## src/rtl/pipe_ctrl.sv

```systemverilog
// Pipeline hazard/exception controller: per-stage stall vector, flush redirect, stall watchdog.
// Optional perf counters enabled by defining PIPE_CTRL_PERF_EN.
module pipe_ctrl #(
   parameter int unsigned STALL_LIMIT = 255
) (
   input  logic        clk,
   input  logic        rst,
   input  logic        stallreq_from_id,
   input  logic        stallreq_from_ex,
   input  logic        stallreq_from_mem,
   input  logic [31:0] excepttype_i,
   input  logic [31:0] cp0_epc_i,
   output logic [5:0]  stall,
   output logic        flush,
   output logic [31:0] new_pc,
   output logic        stall_timeout
`ifdef PIPE_CTRL_PERF_EN
   ,
   output logic [31:0] stall_cycles_o,
   output logic [15:0] flush_count_o
`endif
);

   typedef enum logic [1:0] {
      StRun       = 2'd0,
      StHold      = 2'd1,
      StFlush     = 2'd2,
      StFlushWait = 2'd3
   } state_e;

   localparam logic [15:0] LimitVal = 16'(STALL_LIMIT);

   state_e      state_q, state_d;
   logic [31:0] new_pc_q, new_pc_d;
   logic [15:0] run_cnt_q, run_cnt_d;
   logic        timeout_q, timeout_d;
   logic        except;
   logic        any_req;
   logic [31:0] vector;

   assign except  = (excepttype_i != 32'h0);
   assign any_req = stallreq_from_id | stallreq_from_ex | stallreq_from_mem;

   always_comb begin
      case (excepttype_i)
         32'h0000_0001: vector = 32'h0000_0020;
         32'h0000_0008,
         32'h0000_000a,
         32'h0000_000c,
         32'h0000_000d: vector = 32'h0000_0040;
         32'h0000_000e: vector = cp0_epc_i;
         default:       vector = 32'h0000_0040;
      endcase
   end

   // Reset gates the outputs so nothing escapes during the rst cycle.
   always_comb begin
      stall    = 6'b000000;
      flush    = 1'b0;
      state_d  = state_q;
      new_pc_d = new_pc_q;
      if (!rst) begin
         case (state_q)
            StRun, StHold: begin
               if (except) begin
                  state_d  = StFlush;
                  new_pc_d = vector;
               end else begin
                  if (stallreq_from_mem)     stall = 6'b011111;
                  else if (stallreq_from_ex) stall = 6'b001111;
                  else if (stallreq_from_id) stall = 6'b000111;
                  state_d = any_req ? StHold : StRun;
               end
            end
            StFlush: begin
               flush   = 1'b1;
               state_d = StFlushWait;
            end
            StFlushWait: state_d = StRun;
            default:     state_d = StRun;
         endcase
      end
   end

   always_comb begin
      run_cnt_d = 16'h0;
      if (stall != 6'b000000) begin
         run_cnt_d = (run_cnt_q == 16'hffff) ? run_cnt_q : run_cnt_q + 16'd1;
      end
      timeout_d = timeout_q | ((stall != 6'b000000) && (run_cnt_d == LimitVal));
   end

   always_ff @(posedge clk) begin
      if (rst) begin
         state_q   <= StRun;
         new_pc_q  <= 32'h0;
         run_cnt_q <= 16'h0;
         timeout_q <= 1'b0;
      end else begin
         state_q   <= state_d;
         new_pc_q  <= new_pc_d;
         run_cnt_q <= run_cnt_d;
         timeout_q <= timeout_d;
      end
   end

   assign new_pc        = new_pc_q;
   assign stall_timeout = timeout_q;

`ifdef PIPE_CTRL_PERF_EN
   logic [31:0] stall_cycles_q;
   logic [15:0] flush_count_q;

   always_ff @(posedge clk) begin
      if (rst) begin
         stall_cycles_q <= 32'h0;
         flush_count_q  <= 16'h0;
      end else begin
         if (stall != 6'b000000) stall_cycles_q <= stall_cycles_q + 32'd1;
         if (flush)              flush_count_q  <= flush_count_q + 16'd1;
      end
   end

   assign stall_cycles_o = stall_cycles_q;
   assign flush_count_o  = flush_count_q;
`endif

endmodule

```

## config.mk

```make
export PLATFORM = sky130hd
export DESIGN_NAME = pipe_ctrl
export DESIGN_NICKNAME = d
export VERILOG_FILES = /design/src/rtl/pipe_ctrl.sv
export SDC_FILE = /design/constraint.sdc
export NUM_CORES = 1
export LEC_CHECK = 0
export ABC_CLOCK_PERIOD_IN_PS = 2700
export BUFFER_PORTS_ARGS = -buffer_cell sky130_fd_sc_hd__buf_4
export CAP_MARGIN = 20
export CELL_PAD_IN_SITES_DETAIL_PLACEMENT = 0
export CELL_PAD_IN_SITES_GLOBAL_PLACEMENT = 1
export CORE_ASPECT_RATIO = 2
export CORE_MARGIN = 2
export CORE_UTILIZATION = 33
export DETAILED_ROUTE_END_ITERATION = 8
export GPL_ROUTABILITY_DRIVEN = 0
export PLACE_DENSITY_LB_ADDON = 0.1
export SETUP_SLACK_MARGIN = 0.5
export SLEW_MARGIN = 0
export SYNTH_ARGS = -nofsm -noshare
export SYNTH_HDL_FRONTEND = slang
export SYNTH_SLANG_ARGS = --single-unit
```

## constraint.sdc

```tcl
create_clock -name clk -period 2.7 [get_ports clk]
set_input_delay 0.135 -clock clk [delete_from_list [all_inputs] [get_ports clk]]
set_output_delay 0.135 -clock clk [all_outputs]
set_load 0.005 [all_outputs]
```

==> impl_metrics.toml <==
[sta]
finalHoldViolCount = 0
setup_viol = 0
fin_ws_ns = 0.4957
drv_slew = 0
fmax_mhz = 453.7
clock_skew_ns = 0.005026
period_minus_slack_ns = 2.204
setup_tns_ns = 0
rsz0062_at_grt = "true"
fin_crit_sh_pct = 81.64

[cells_and_area]
final_common_cell = "buf_4"
diodes = 0
fill_cells = 706
area_growth_syn_to_layout_pct = 51.97
fin_nets = 464
mostFrequentLayoutCells = "buf_4, nor2_1, dfxtp_1"
fin_util_pct = 52.08
drive_above_1_share_pct = 40.25
regArea_um2 = 1040
finalNonFillerCells = 485
multi_input_area_um2 = 1305

[setup_path]
crit_slowest_cell = "or4_4"
crit_arrival_ns = 2.43
cp_common_cell = "or4_4"
criticalPathCategory = "reg2reg"
r2r-start = "run_cnt_q[0]"
endpoint_kind = "register"
path_buf_inv = 0
crit_path_max_fanout = 4
reg2reg_slack_ns = 0.50
crit_chain = "ha_4 -> nand4_4 -> or4_4 -> a31oi_4 -> o2111ai_2 -> or4_4 -> o22ai_2"
reg2reg_to = "stall_timeout"
cp_data_required_time_ns = 2.93
reg2regPathDepth = 7
critPathTopFamily = "simple AND/OR/NAND/NOR gates"
cp_slowest_stage_delay_ns = 0.58
start_kind = "register"

[routing]
drtAntennaViolNets = 0
routedWlPerCell_um = 16.05
routed_wl_um = 7785
drtPass1Iterations = 4
vias_per_cell = 5.206
drt_iter0_drc = 134
via_count = 2525
drc_errors = 0

[clocking]
hold_buffers = 0
worstSkewPairLatency_ns = 0.30
root_buffer = "clkbuf_16"
cts_tree = "built"
cts_sinks = 51
cts.clk_slew.worst_paths_ns = 0.07
htreeDepth = 2
cts_buffer_depth = 2
cts-buffers-inserted = 5

[global_route]
grt_pass1_vias = 2471
grt_pass1_wl_um = 11900
grt_max_degree = 40
antenna_found_initial = 0
gr-total-overflow = 0
grt_usage_pct = 19.54

[power]
power_density_nw_per_um2 = 449.3
swShare_pct = 21.53
clockPowerShare_pct = 45.3
ir_drop_v = 0.0004381
pwr-share-seq_pct = 46.5
power.share.combinational_pct = 8.1
p_switching_uw = 349.7
p_leak_uw = 0.001469
intPower_uw = 1274

[placed_design]
dp_hpwl_um = 5827
post-place-ws_ns = 0.3574
place_inst = 465
io_buffers = 107

[hold_path]
hold_path_class = "in2reg"
holdPathStages = 3
worstHoldStart = "cp0_epc_i[4]"
hold_end = "new_pc[4]"

[floorplan]
die_height_um = 124.1
core_um2 = 6940
dieArea_um2 = 7944
start_util_pct = 34.27
die_w_um = 64.03
io_pins = 109
num_rows = 43

[logic_synthesis]
synth_top_flop_cell = "dfxtp_1"
synth_area_um2 = 2379
syn-num-nets = 352
ys_ff_latch = 51
synth-edff-count = 0
yosysWarnings = 0
ys_seq_area_share_pct = 42.92
syn_inst = 282
ys_async_sr_fraction_pct = 0
synthDistinctLibCells = 44
avgSynthCellArea_um2 = 8.435

[outcome]
outcome = "complete, no violations"

[run]
maxCapViolCount = 0
## layer usage
| metal | vias up | track usage [%] | share of wire (%) |
|---|---|---|---|
| met3 | 14 | 4.246 | 3.8 |
| met5 | - | 0 | 0 |
| met4 | 0 | 9.511 | 3.3 |
| met2 | 66 | 37.37 | 57 |
| li1 | 1253 | - | - |
| met1 | 1192 | 19.39 | 36 |
## state kept, by name (all words and copies together), names as in the netlist
register and flops:
stall_timeout 1, state_q 2, new_pc 32, run_cnt_q 16
## how the worst max path moves through the flow
stage	from	end	slack, ns	cells after the start
floorplan	run_cnt_q[6]	stall_timeout	0.56	7
global placement	run_cnt_q[1]	stall_timeout	0.40	7
detailed placement	run_cnt_q[1]	stall_timeout	0.36	7
CTS	run_cnt_q[1]	stall_timeout	0.51	7
global route	run_cnt_q[10]	stall_timeout	0.41	7
finish	run_cnt_q[0]	stall_timeout	0.50	7
## power groups by stage
stage                     Combinational, µW  Clock (µW)  Sequential (µW)
after floorplan                        33.2           0              774
after global placement                  131           0              774
after detailed placement                132           0              774
after CTS                               132         764              757
after global routing                    142         789              756
final                                   132         736              756
## cells in the mapped netlist (all sizes together), types with 3 or more instances
| library cell | n | area share, % |
|---|---|---|
| xor2 | 5 | 1.8 |
| nor4 | 15 | 3.9 |
| clkbuf | 12 | 1.9 |
| inv | 7 | 1.1 |
| and4 | 3 | 1.1 |
| nor2 | 47 | 7.4 |
| nand4 | 9 | 2.6 |
| buf | 9 | 2.5 |
| mux2i | 4 | 1.7 |
| a31oi | 3 | 1.4 |
| nand3 | 5 | 1.1 |
| dfxtp | 51 | 43 |
| or3 | 4 | 1.1 |
| nand2 | 17 | 2.7 |
| a22oi | 31 | 9.8 |
| a21oi | 10 | 2.1 |
| nor3 | 11 | 2.3 |
| or4 | 4 | 1.3 |
| o21ai | 5 | 1.1 |
| xnor2 | 4 | 1.5 |
## stage by stage
stage	hold slack, ns	total power (µW)	cell area (µm²)
after floorplan	0.2968	806.8	2402
after global placement	0.3817	905.4	3294
after detailed placement	0.3913	906.0	3294
after CTS	0.07834	1652	3515
after global routing	0.08929	1687	3615
final	0.08235	1624	3615
## repair_timing
item	4_1_cts	5_1_grt
endpoints found under the setup margin	1	3
resized for setup	9	9
setup buffers	2	10
pin swaps	4	6
cloned	0	0
## layout make-up
type                    instances  share of cell area (%)
flip-flops and latches         51                   28.76
multi-input cells             203                   36.10
repair buffers                126                   26.51
well taps                      90                   3.115
clock buffers                   5                   3.461
inverters                       7                  0.7269
clock inverters                 3                   1.315
## cell families (layout without fill, tap and decap cells)
logic type | count (synthesis) | after routing | synth area share, %
XOR/XNOR | 9 | 9 | 3.314
adder cells (fa/ha/maj) | 1 | 1 | 0.5260
AO/OA/AOI/OAI | 59 | 59 | 18.31
other | 1 | 1 | 0.1577
flip-flops | 51 | 51 | 42.92
AND/OR/NAND/NOR | 129 | 129 | 27.56
buffers and inverters | 28 | 141 | 5.523
multiplexers | 4 | 4 | 1.683
## worst register-to-register path, cell delays in order, from the launching register on
cell and delay (ns):
dfxtp_4 0.37, ha_4 0.17, nand4_4 0.12, or4_4 0.58, a31oi_4 0.18, o2111ai_2 0.12, or4_4 0.50, o22ai_2 0.09
(Power assumes the default switching activity.)
